[config.mk]
export PLATFORM = sky130hd
export DESIGN_NAME = tipi_nib_ctrl
export DESIGN_NICKNAME = d
export VERILOG_FILES = /design/src/rtl/tipi_nib_pkg.sv /design/src/rtl/tipi_sync.sv /design/src/rtl/tipi_nib_ctrl.sv
export SDC_FILE = /design/constraint.sdc
export NUM_CORES = 1
export LEC_CHECK = 0
export CAP_MARGIN = 5
export CORE_MARGIN = 2
export CORE_UTILIZATION = 50
export CTS_CLUSTER_SIZE = 40
export DETAILED_ROUTE_END_ITERATION = 6
export PLACE_DENSITY = 0.79
export SYNTH_ARGS = -nofsm -noshare
export SYNTH_HDL_FRONTEND = slang
export SYNTH_SLANG_ARGS = --single-unit
[constraint.sdc]
create_clock -name clk -period 2 [get_ports clk]
set_input_delay 0.4 -clock clk [delete_from_list [all_inputs] [get_ports clk]]
set_output_delay 0.4 -clock clk [all_outputs]
set_load 0.05 [all_outputs]
[src/rtl/tipi_nib_pkg.sv]
// Shared types and constants for the TIPI Pi-side nibble-bus sequencer.
package tipi_nib_pkg;

  typedef enum logic [2:0] {
    StIdle,
    StRdHi,
    StRdLo,
    StWrHi,
    StWrLo
  } nib_state_e;

  localparam logic [1:0] SEL_TD = 2'b00;
  localparam logic [1:0] SEL_TC = 2'b01;
  localparam logic [1:0] SEL_RD = 2'b10;
  localparam logic [1:0] SEL_RC = 2'b11;

  localparam int unsigned CMD_READ_BIT = 3;

endpackage

[src/rtl/tipi_sync.sv]
// Multi-stage flip-flop synchroniser for asynchronous Pi header inputs.
module tipi_sync #(
  parameter int unsigned Width  = 1,
  parameter int unsigned Stages = 2
) (
  input  logic             clk,
  input  logic             r_reset,
  input  logic [Width-1:0] d_i,
  output logic [Width-1:0] q_o
);

  logic [Width-1:0] stage_q [Stages];

  always_ff @(posedge clk) begin
    if (r_reset) begin
      for (int i = 0; i < Stages; i++) stage_q[i] <= '0;
    end else begin
      stage_q[0] <= d_i;
      for (int i = 1; i < Stages; i++) stage_q[i] <= stage_q[i-1];
    end
  end

  assign q_o = stage_q[Stages-1];

endmodule

[src/rtl/tipi_nib_ctrl.sv]
// Pi-side nibble-bus sequencer: decodes 3-nibble transactions and
// reads/writes the TD/TC/RD/RC byte registers.
module tipi_nib_ctrl
  import tipi_nib_pkg::*;
#(
  parameter int unsigned SYNC_STAGES = 2
) (
  input  logic       clk,
  input  logic       r_reset,
  input  logic       r_clk,
  input  logic       r_nibrst,
  input  logic [3:0] r_nib_in,
  output logic [3:0] r_nib_out,
  output logic       r_nib_oe,
  input  logic [7:0] td_q,
  input  logic [7:0] tc_q,
  output logic [7:0] rd_d,
  output logic       rd_we,
  output logic [7:0] rc_d,
  output logic       rc_we,
  output logic       busy,
  output logic       err
);

  logic       rclk_s, nibrst_s;
  logic [3:0] nib_s;

  tipi_sync #(.Width(1), .Stages(SYNC_STAGES)) u_sync_clk (
    .clk     (clk),
    .r_reset (r_reset),
    .d_i     (r_clk),
    .q_o     (rclk_s)
  );

  tipi_sync #(.Width(1), .Stages(SYNC_STAGES)) u_sync_rst (
    .clk     (clk),
    .r_reset (r_reset),
    .d_i     (r_nibrst),
    .q_o     (nibrst_s)
  );

  tipi_sync #(.Width(4), .Stages(SYNC_STAGES)) u_sync_nib (
    .clk     (clk),
    .r_reset (r_reset),
    .d_i     (r_nib_in),
    .q_o     (nib_s)
  );

  nib_state_e state_q, state_d;
  logic       rclk_q1, rclk_q2;
  logic       rise;
  logic [1:0] sel_q, sel_d;
  logic [7:0] snap_q, snap_d;
  logic [3:0] hold_q, hold_d;
  logic [3:0] nib_out_q, nib_out_d;
  logic       oe_q, oe_d;
  logic [7:0] rd_reg_q, rd_reg_d;
  logic [7:0] rc_reg_q, rc_reg_d;
  logic       rd_we_q, rd_we_d;
  logic       rc_we_q, rc_we_d;
  logic       err_q, err_d;
  logic [7:0] sel_val;

  // Extra register stage so the rise pulse lands one cycle after the synchronised edge.
  assign rise = rclk_q1 & ~rclk_q2;

  always_comb begin
    sel_val = td_q;
    unique case (nib_s[1:0])
      SEL_TD:  sel_val = td_q;
      SEL_TC:  sel_val = tc_q;
      SEL_RD:  sel_val = rd_reg_q;
      SEL_RC:  sel_val = rc_reg_q;
      default: sel_val = td_q;
    endcase
  end

  always_comb begin
    state_d   = state_q;
    sel_d     = sel_q;
    snap_d    = snap_q;
    hold_d    = hold_q;
    nib_out_d = nib_out_q;
    oe_d      = oe_q;
    rd_reg_d  = rd_reg_q;
    rc_reg_d  = rc_reg_q;
    rd_we_d   = 1'b0;
    rc_we_d   = 1'b0;
    err_d     = err_q;

    if (nibrst_s) begin
      state_d   = StIdle;
      oe_d      = 1'b0;
      nib_out_d = 4'h0;
      err_d     = 1'b0;
    end else if (rise) begin
      unique case (state_q)
        StIdle: begin
          sel_d = nib_s[1:0];
          if (nib_s[CMD_READ_BIT]) begin
            snap_d    = sel_val;
            nib_out_d = sel_val[7:4];
            oe_d      = 1'b1;
            state_d   = StRdHi;
          end else begin
            state_d = StWrHi;
          end
        end
        StRdHi: begin
          nib_out_d = snap_q[3:0];
          state_d   = StRdLo;
        end
        StRdLo: begin
          nib_out_d = 4'h0;
          oe_d      = 1'b0;
          state_d   = StIdle;
        end
        StWrHi: begin
          hold_d  = nib_s;
          state_d = StWrLo;
        end
        StWrLo: begin
          state_d = StIdle;
          unique case (sel_q)
            SEL_RD: begin
              rd_reg_d = {hold_q, nib_s};
              rd_we_d  = 1'b1;
            end
            SEL_RC: begin
              rc_reg_d = {hold_q, nib_s};
              rc_we_d  = 1'b1;
            end
            default: err_d = 1'b1;
          endcase
        end
        default: state_d = StIdle;
      endcase
    end
  end

  always_ff @(posedge clk) begin
    if (r_reset) begin
      state_q   <= StIdle;
      rclk_q1   <= 1'b0;
      rclk_q2   <= 1'b0;
      sel_q     <= 2'b00;
      snap_q    <= 8'h00;
      hold_q    <= 4'h0;
      nib_out_q <= 4'h0;
      oe_q      <= 1'b0;
      rd_reg_q  <= 8'h00;
      rc_reg_q  <= 8'h00;
      rd_we_q   <= 1'b0;
      rc_we_q   <= 1'b0;
      err_q     <= 1'b0;
    end else begin
      state_q   <= state_d;
      rclk_q1   <= rclk_s;
      rclk_q2   <= rclk_q1;
      sel_q     <= sel_d;
      snap_q    <= snap_d;
      hold_q    <= hold_d;
      nib_out_q <= nib_out_d;
      oe_q      <= oe_d;
      rd_reg_q  <= rd_reg_d;
      rc_reg_q  <= rc_reg_d;
      rd_we_q   <= rd_we_d;
      rc_we_q   <= rc_we_d;
      err_q     <= err_d;
    end
  end

  assign r_nib_out = nib_out_q;
  assign r_nib_oe  = oe_q;
  assign rd_d      = rd_reg_q;
  assign rd_we     = rd_we_q;
  assign rc_d      = rc_reg_q;
  assign rc_we     = rc_we_q;
  assign busy      = (state_q != StIdle);
  assign err       = err_q;

endmodule

**Yosys cells after proc, flatten, opt, wreduce, memory -nomap -nowiden**

Memories as Yosys holds them, arrays and structs flattened. A register that Yosys moved wholly into a read port is not among the register bits.
Cells that the tools add are included.

- Equal/unequal tests: 10
- Multiplexer cells: 18
- Bitwise logic cells: 12
- Reduce and logical (&&, ||, !) cells: 16

Operator list:

| cell | count |
|---|---|
| 8-bit case mux with 4 select lines | 1 |
| 3-bit AND reduction | 5 |
| 4-bit 2-to-1 mux | 3 |
| 4-bit case mux with 3 select lines | 1 |
| 4-bit AND reduction | 3 |
| 1-bit 2-to-1 mux | 10 |
| 3-bit case mux with 3 select lines | 1 |
| 2-bit == test (second input constant) | 4 |
| 3-bit by 2-bit == test with 1-bit output (second input constant) | 2 |
| 1-bit OR | 6 |
| 3-bit nonzero test | 2 |
| 1-bit inverter | 5 |
| 2-bit OR reduction | 2 |
| 4-bit OR reduction | 1 |
| 3-bit by 1-bit == test with 1-bit output (second input constant) | 1 |
| 3-bit == test (second input constant) | 1 |
| 3-bit logical NOT | 1 |
| 2-bit by 1-bit == test with 1-bit output (second input constant) | 1 |
| 2-bit logical NOT | 1 |
| 2-bit 2-to-1 mux | 1 |
| 2-bit != test (second input constant) | 1 |
| 1-bit case mux with 2 select lines | 1 |
| 2-bit nonzero test | 1 |
| 1-bit bitwise AND | 1 |

- Flip-flop bits (word level): 38
- Memory bits (writable): 12
- Input port bits: 24
- Output and inout port bits: 25
- Word-level logic and storage cells: 71
- Memories kept: 3

Memories:

| memory | words | bits a word | read ports | clocked after Yosys merged registers in | write ports | line | text |
|---|---|---|---|---|---|---|---|
| u_sync_nib.stage_q | 2 | 4 | 2 | 0 | 2 | tipi_sync.sv:12 | `logic [Width-1:0] stage_q [Stages];` |
| u_sync_clk.stage_q | 2 | 1 | 2 | 1 | 2 | tipi_sync.sv:12 |  |
| u_sync_rst.stage_q | 2 | 1 | 2 | 0 | 2 | tipi_sync.sv:12 |  |

**Logic depth before layout (Yosys ltp)**

Gate-level depths: netlist (run 1).
An unclocked memory read counts as a cell.

- Word-level depth: 5
- Depth in mapped cells: 5

**Cells and area by module**

Synthesis (run 1) repeated with hierarchy kept, for this count alone.

- Cells, all modules: 228
- Area total of the unflattened synthesis: 2167.1 sq um

Modules (own cells, without submodules):

| module | instances | cells each | area an instance (sq um) | sequential area each (sq um) |
|---|---|---|---|---|
| tipi_nib_ctrl | 1 | 200 | 1821.7 | 780.7 |
| tipi_sync (u_sync_nib) | 1 | 20 | 240.2 | 160.2 |
| tipi_sync (u_sync_clk ...) | 2 | 4 | 52.6 | 40.0 |

**Worst setup path after synthesis (run 1)**

Ideal clock, no wire load.

- Path type: reg-to-reg
- Start point: reg state_q[2]
- End point: reg state_q[0]
- Arrival time: 1458 ps
- Data required time: 1930 ps
- Slack: 472 ps
- Stages on the path, launching flop included: 5
- Buffers on the path: 1
- Clock period less this slack: 1528 ps
- Cell sequence: dfxtp_1 clkbuf_1 or3_1 or2_1 a21oi_1

- Cells in the longest elaborated chain, start to end: 2
- Elaborated cells on any way between the ends: 4
- Classes of those cells: eq/ne: 2; mux: 1; reduce/logical: 1

RTL lines:

| element | line | text |
|---|---|---|
| from (decl) | tipi_nib_ctrl.sv:49 | `nib_state_e state_q, state_d;` |
| from (signal assigned) | tipi_nib_ctrl.sv:143 | `state_q <= StIdle;` |
| from (signal assigned) | tipi_nib_ctrl.sv:157 | `state_q <= state_d;` |
| 3-bit by 2-bit == test with 1-bit output (tied with other cells) | tipi_nib_ctrl.sv:97 | `unique case (state_q)` |
| 3-bit case mux with 3 select lines (*) | tipi_nib_ctrl.sv:97 |  |

Mark *: on every way between the ends. The rest lies on a longest branch, timed or not.
A chain may end at the register's enable or synchronous reset.

**Worst setup path in the final report (run 1)**

- Start point: reg rd_reg_q[3] (netlist: rd_d[3])
- End point: out rd_d[3]

RTL lines:

| element | line | text |
|---|---|---|
| from (decl) | tipi_nib_ctrl.sv:57 | `logic [7:0] rd_reg_q, rd_reg_d;` |
| from (signal assigned) | tipi_nib_ctrl.sv:165 | `rd_reg_q <= rd_reg_d;` |
| to (decl) | tipi_nib_ctrl.sv:17 | `output logic [7:0] rd_d,` |

No word-level cell between the ends.

==> results.sh, run 1 <==
export IMPL_postSynthAreaPerCell_um2=10.39
export IMPL_layout_common_cells="dfxtp_1 (51), clkdlybuf4s50_1 (47), nand2b_1 (26)"
export IMPL_cts_sinks=51
export IMPL_cts_made_buffers=5
export IMPL_pre_cts_slack_ns=0.3132
export IMPL_multi_input_area_mm2=0.001100
export IMPL_clk_transition_reported_paths_ns=0.09
export IMPL_crit_arrival_ns=1.54
export IMPL_seq_area_frac_synth_pct=46.36
export IMPL_synth_cell_types=33
export IMPL_nFillCells=359
export IMPL_cts_resized=0
export IMPL_cts_root_buf="clkbuf_8"
export IMPL_rows=24
export IMPL_yosysWarnings=0
export IMPL_crit_reg2reg_launch="state_q[0]$_SDFFE_PP0P_"
export IMPL_vias=1755
export IMPL_hold_slack_ns=0.4407
export IMPL_synth_net_count=236
export IMPL_clock_skew_ns=0.007990
export IMPL_antenna_found_initial=0
export IMPL_r2r_setup_slack_ns=0.33
export IMPL_required_ns=1.60
export IMPL_regArea_mm2=0.001021
export IMPL_setup_violations=0
export IMPL_cts_setup_buffers=0
export IMPL_synth_xor_area_share_pct=0.3977
export IMPL_numPortBuffers=48
export IMPL_vias_per_cell=5.607
export IMPL_p_leak_nw=0.9966
export IMPL_cap_viol_max_count=0
export IMPL_final_common_cell="dfxtp_1"
export IMPL_outcome="finished clean"
export IMPL_wire_per_inst_um=15.64
export IMPL_critPathLaunch="rd_d[3]$_SDFFE_PP0P_"
export IMPL_synth_top_family_by_area="simple AND/OR/NAND/NOR gates"
export IMPL_dieHeight_um=70.37
export IMPL_final_hold_viol_count=0
export IMPL_synthSimpleGateAreaFrac_pct=23.47
export IMPL_wl_mm=4.896
export IMPL_fin_nets=284
export IMPL_endpoint="rd_d[3]"
export IMPL_synth_compound_area_share_pct=10.63
export IMPL_cts_buffer_depth=2
export IMPL_crit_path_end_kind="output port"
export IMPL_synth_seq_cells=51
export IMPL_synthAdderAreaFrac_pct=0
export IMPL_netlist_area_mm2=0.002202
export IMPL_fmax_ghz=0.5164
export IMPL_core_mm2=0.004294
export IMPL_tightest_slew_ns=0.6519
export IMPL_cpPeakStageDelay_ns=0.84
export IMPL_first_pass_iters=4
export IMPL_diodes=0
export IMPL_netlist_instances=212
export IMPL_hold_path_class="reg2reg"
export IMPL_post_dp_hpwl_mm=3.551
export IMPL_cp_cell_sequence="clkdlybuf4s50_1"
export IMPL_final_antenna_net_count=0
export IMPL_initialDrtViolationCount=102
export IMPL_period_needed_ns=1.936
export IMPL_ff2ff_path_depth=4
export IMPL_initial_utilization_pct=51.28
export IMPL_start_kind="register"
export IMPL_peakVddDrop_uv=471.1
export IMPL_setup_tns_ns=0
export IMPL_grt_pass1_wl_mm=8.010
export IMPL_relSlewSlack_pct=56.38
export IMPL_grt_pass1_vias=1680
export IMPL_path_depth=1
export IMPL_cp_top_family="buffers and inverters"
export IMPL_area_growth_pct=29.20
export IMPL_crit_slowest_cell="clkdlybuf4s50_1"
export IMPL_grt_usage_pct=20.55
export IMPL_maxSlewViolCount=0
export IMPL_grt_ovfl_total=0
export IMPL_grt_max_degree=35
export IMPL_drc_errors=0
export IMPL_r2r_end="rd_d[0]$_SDFFE_PP0P_"
export IMPL_layout_setup_ws_ns=0.06350
export IMPL_final_util_pct=66.26
export IMPL_h_tree_depth=2
export IMPL_synthMuxAreaShare_pct=15.45
export IMPL_cts_hold_buf=0
export IMPL_pwr_density_cell_mw_per_mm2=621.6
export IMPL_die_area_mm2=0.004951
export IMPL_critPathBufInv=1
export IMPL_grt_setup_unrepaired="no"
export IMPL_post_route_period_util_pct=96.82
export IMPL_layout_drive_gt1_share_pct=9.962
export IMPL_boundaryPins=49
export IMPL_gp_routability_congestion=0.7959
export IMPL_critical_path_class="reg2out"
export IMPL_cp_max_fo=3
export IMPL_insertion_delay_ns=0.30
export IMPL_die_w_um=70.37
export IMPL_cts_tree="built"
-- kinds of logic after synthesis --
logic type / count (synthesis)
AO/OA/AOI/OAI: 39
XOR/XNOR: 1
buffers and inverters: 18
flip-flops: 51
multiplexers: 24
AND/OR/NAND/NOR: 79
-- power breakdown --
part           switching, W  internal (W)  leakage (nW)
clock network      0.000318      0.000246        0.0422
logic             0.0000671     0.0000950         0.541
registers         0.0000129       0.00103         0.414
total              0.000398       0.00137         0.997
-- Yosys cell counts --
cell	number	area share, %
or2_1	3	0.85
nand2_1	4	0.68
a21oi_1	14	3.2
clkbuf_1	10	1.7
mux2i_1	16	7.3
buf_6	1	0.51
nand4_4	1	0.97
nand3_1	11	2.5
and4b_1	1	0.45
nor3b_1	2	0.68
dfxtp_1	51	46
a311oi_1	5	2.0
and3_1	1	0.28
xnor2_1	1	0.40
buf_2	5	1.1
inv_1	2	0.34
and3b_1	1	0.40
o21ai_0	4	0.91
mux4_2	8	8.2
a31oi_1	5	1.4
or4b_1	1	0.45
nand4_1	4	1.1
or3_1	3	0.85
or3b_1	1	0.40
a211o_1	1	0.40
nor2b_1	15	4.3
nor2_1	1	0.17
nand2b_1	26	7.4
nor4b_4	1	1.1
o21ai_1	6	1.4
nand3b_1	2	0.68
o31ai_1	4	1.4
nor3_1	1	0.23
-- through the flow --
stage          power, W  std cells  instance area, um^2
2_1_floorplan  0.001149        212                 2202
3_3_place_gp   0.001226        305                 2764
3_5_place_dp   0.001229        305                 2764
4_1_cts        0.001778        313                 2845
5_1_grt        0.001831        313                 2845
6_report       0.001769        313                 2845
-- per-layer routing --
metal | share of wire (%) | wire, um | global-route usage, %
met5 | 0 | 0 | 0
met4 | 1.8 | 86 | 7.692
met3 | 5.6 | 274 | 3.896
met2 | 46 | 2264 | 31.87
met1 | 46 | 2271 | 28.43
-- registers in the layout (all words and copies together), names as in the netlist --
register            flops
u_sync_clk.stage_q      2
rclk_q1                 1
u_sync_rst.stage_q      2
hold_q                  4
rclk_q2                 1
sel_q                   2
u_sync_nib.stage_q      8
rc_d                    8
err                     1
rd_we                   1
r_nib_out               4
snap_q                  4
r_nib_oe                1
state_q                 3
rd_d                    8
rc_we                   1
-- worst min path at each step --
stage	from	endpoint	slack, ns	cells after the start
2_1_floorplan	u_sync_clk.stage_q[1]$_SDFF_PP0_	rclk_q1$_SDFF_PP0_	0.41	1
3_3_place_gp	u_sync_clk.stage_q[0]$_SDFF_PP0_	u_sync_clk.stage_q[1]$_SDFF_PP0_	0.42	1
4_1_cts	u_sync_clk.stage_q[0]$_SDFF_PP0_	u_sync_clk.stage_q[1]$_SDFF_PP0_	0.44	1
3_5_place_dp	u_sync_clk.stage_q[0]$_SDFF_PP0_	u_sync_clk.stage_q[1]$_SDFF_PP0_	0.42	1
5_1_grt	u_sync_nib.stage_q[0][3]$_SDFF_PP0_	u_sync_nib.stage_q[0][7]$_SDFF_PP0_	0.46	1
6_report	u_sync_clk.stage_q[0]$_SDFF_PP0_	u_sync_clk.stage_q[1]$_SDFF_PP0_	0.44	1
-- final cells by class --
class / count / share of cell area [%]
Tap cell: 52 / 2.287
Inverter: 2 / 0.2639
Sequential cell: 51 / 35.88
Clock buffer: 7 / 2.682
Clock inverter: 1 / 0.1759
Multi-Input combinational cell: 143 / 38.65
Timing Repair Buffer: 57 / 20.05
Note: power is estimated with default switching activity, not from simulation.
==> run 2, diff against run 1 <==
- CORE_MARGIN: 2 -> not set
==> results.sh, run 2 (same netlist as run 1, synthesis figures left out) <==
export IMPL_first_pass_iters=4
export IMPL_crit_slowest_cell="clkdlybuf4s50_1"
export IMPL_relSlewSlack_pct=62.69
export IMPL_pre_cts_slack_ns=0.3326
export IMPL_cts_setup_buffers=0
export IMPL_initial_utilization_pct=53.51
export IMPL_wire_per_inst_um=15.98
export IMPL_fin_nets=284
export IMPL_h_tree_depth=2
export IMPL_cts_tree="built"
export IMPL_outcome="finished clean"
export IMPL_area_growth_pct=29.03
export IMPL_setup_violations=0
export IMPL_cp_top_family="buffers and inverters"
export IMPL_required_ns=1.60
export IMPL_cts_resized=0
export IMPL_die_w_um=68.37
export IMPL_setup_tns_ns=0
export IMPL_wl_mm=4.970
export IMPL_layout_common_cells="dfxtp_1 (51), clkdlybuf4s50_1 (47), nand2b_1 (26)"
export IMPL_cts_sinks=51
export IMPL_diodes=0
export IMPL_boundaryPins=49
export IMPL_layout_setup_ws_ns=0.06473
export IMPL_crit_arrival_ns=1.54
export IMPL_core_mm2=0.004115
export IMPL_cp_cell_sequence="clkdlybuf4s50_1"
export IMPL_tightest_slew_ns=0.5588
export IMPL_crit_path_end_kind="output port"
export IMPL_die_area_mm2=0.004674
export IMPL_critical_path_class="reg2out"
export IMPL_antenna_found_initial=0
export IMPL_grt_ovfl_total=0
export IMPL_grt_usage_pct=24.41
export IMPL_cts_root_buf="clkbuf_8"
export IMPL_final_antenna_net_count=0
export IMPL_grt_pass1_vias=1683
export IMPL_insertion_delay_ns=0.30
export IMPL_dieHeight_um=68.37
export IMPL_final_common_cell="dfxtp_1"
export IMPL_cts_hold_buf=0
export IMPL_layout_drive_gt1_share_pct=10.73
export IMPL_grt_setup_unrepaired="no"
export IMPL_maxSlewViolCount=0
export IMPL_cts_buffer_depth=2
export IMPL_pwr_density_cell_mw_per_mm2=634.2
export IMPL_final_util_pct=69.05
export IMPL_cap_viol_max_count=0
export IMPL_post_route_period_util_pct=96.76
export IMPL_gp_routability_congestion=0.8994
export IMPL_cpPeakStageDelay_ns=0.83
export IMPL_cp_max_fo=3
export IMPL_p_leak_nw=0.9894
export IMPL_fin_total_pwr_w=0.001802
export IMPL_peakVddDrop_uv=478.1
export IMPL_fin_area_mm2=0.002841
export IMPL_numPortBuffers=48
export IMPL_initialDrtViolationCount=137
export IMPL_clk_transition_reported_paths_ns=0.09
export IMPL_period_needed_ns=1.935
export IMPL_hold_path_class="reg2reg"
export IMPL_post_dp_hpwl_mm=3.578
export IMPL_cts_made_buffers=5
export IMPL_fmax_ghz=0.5167
export IMPL_grt_max_degree=32
export IMPL_rows=23
export IMPL_place_area_mm2=0.002749
export IMPL_clock_skew_ns=0.003171
export IMPL_final_hold_viol_count=0
export IMPL_vias=1802
export IMPL_grt_pass1_wl_mm=8.128
export IMPL_drc_errors=0
export IMPL_critPathBufInv=1
export IMPL_start_kind="register"
export IMPL_vias_per_cell=5.794
[run 2: final cells by class]
class | count | area, um^2
clock buffers | 5 | 68.82
repair buffers | 57 | 558.0
fillers | 347 | 1274
inverters | 2 | 7.507
flip-flops and latches | 51 | 1021
clock inverters | 3 | 23.77
well taps | 50 | 62.56
multi-input cells | 143 | 1100
[run 2: through the flow]
step           hold slack (ns)  std cells
2_1_floorplan           0.4138        212
3_3_place_gp            0.4162        303
3_5_place_dp            0.4204        303
4_1_cts                 0.4436        311
5_1_grt                 0.4650        311
6_report                0.4405        311
[run 2: worst paths after layout]
path | cells after the start | from | slack [ns] | end
hold / removal | 1 | u_sync_nib.stage_q[0][2]$_SDFF_PP0_ | 0.44 | u_sync_nib.stage_q[0][6]$_SDFF_PP0_
setup / recovery | 1 | rd_d[5]$_SDFFE_PP0P_ | 0.06 | rd_d[5]
setup reg to reg | 3 | state_q[0]$_SDFFE_PP0P_ | 0.31 | snap_q[2]$_SDFFE_PP0P_
hold reg to reg | 1 | u_sync_nib.stage_q[0][2]$_SDFF_PP0_ | 0.44 | u_sync_nib.stage_q[0][6]$_SDFF_PP0_
[run 2: report_power, final]
part	internal (W)	total (W)	switching, W
sequential	0.00103	0.00104	0.0000147
combinational	0.0000925	0.000158	0.0000652
clock	0.000250	0.000600	0.000350
total	0.00137	0.00180	0.000430
[run 2: routing by layer]
metal | wire length, um | global-route usage, %
met4 | 86 | 10.68
met2 | 2438 | 39.58
met3 | 237 | 7.333
met1 | 2208 | 29.68
met5 | 0 | 0
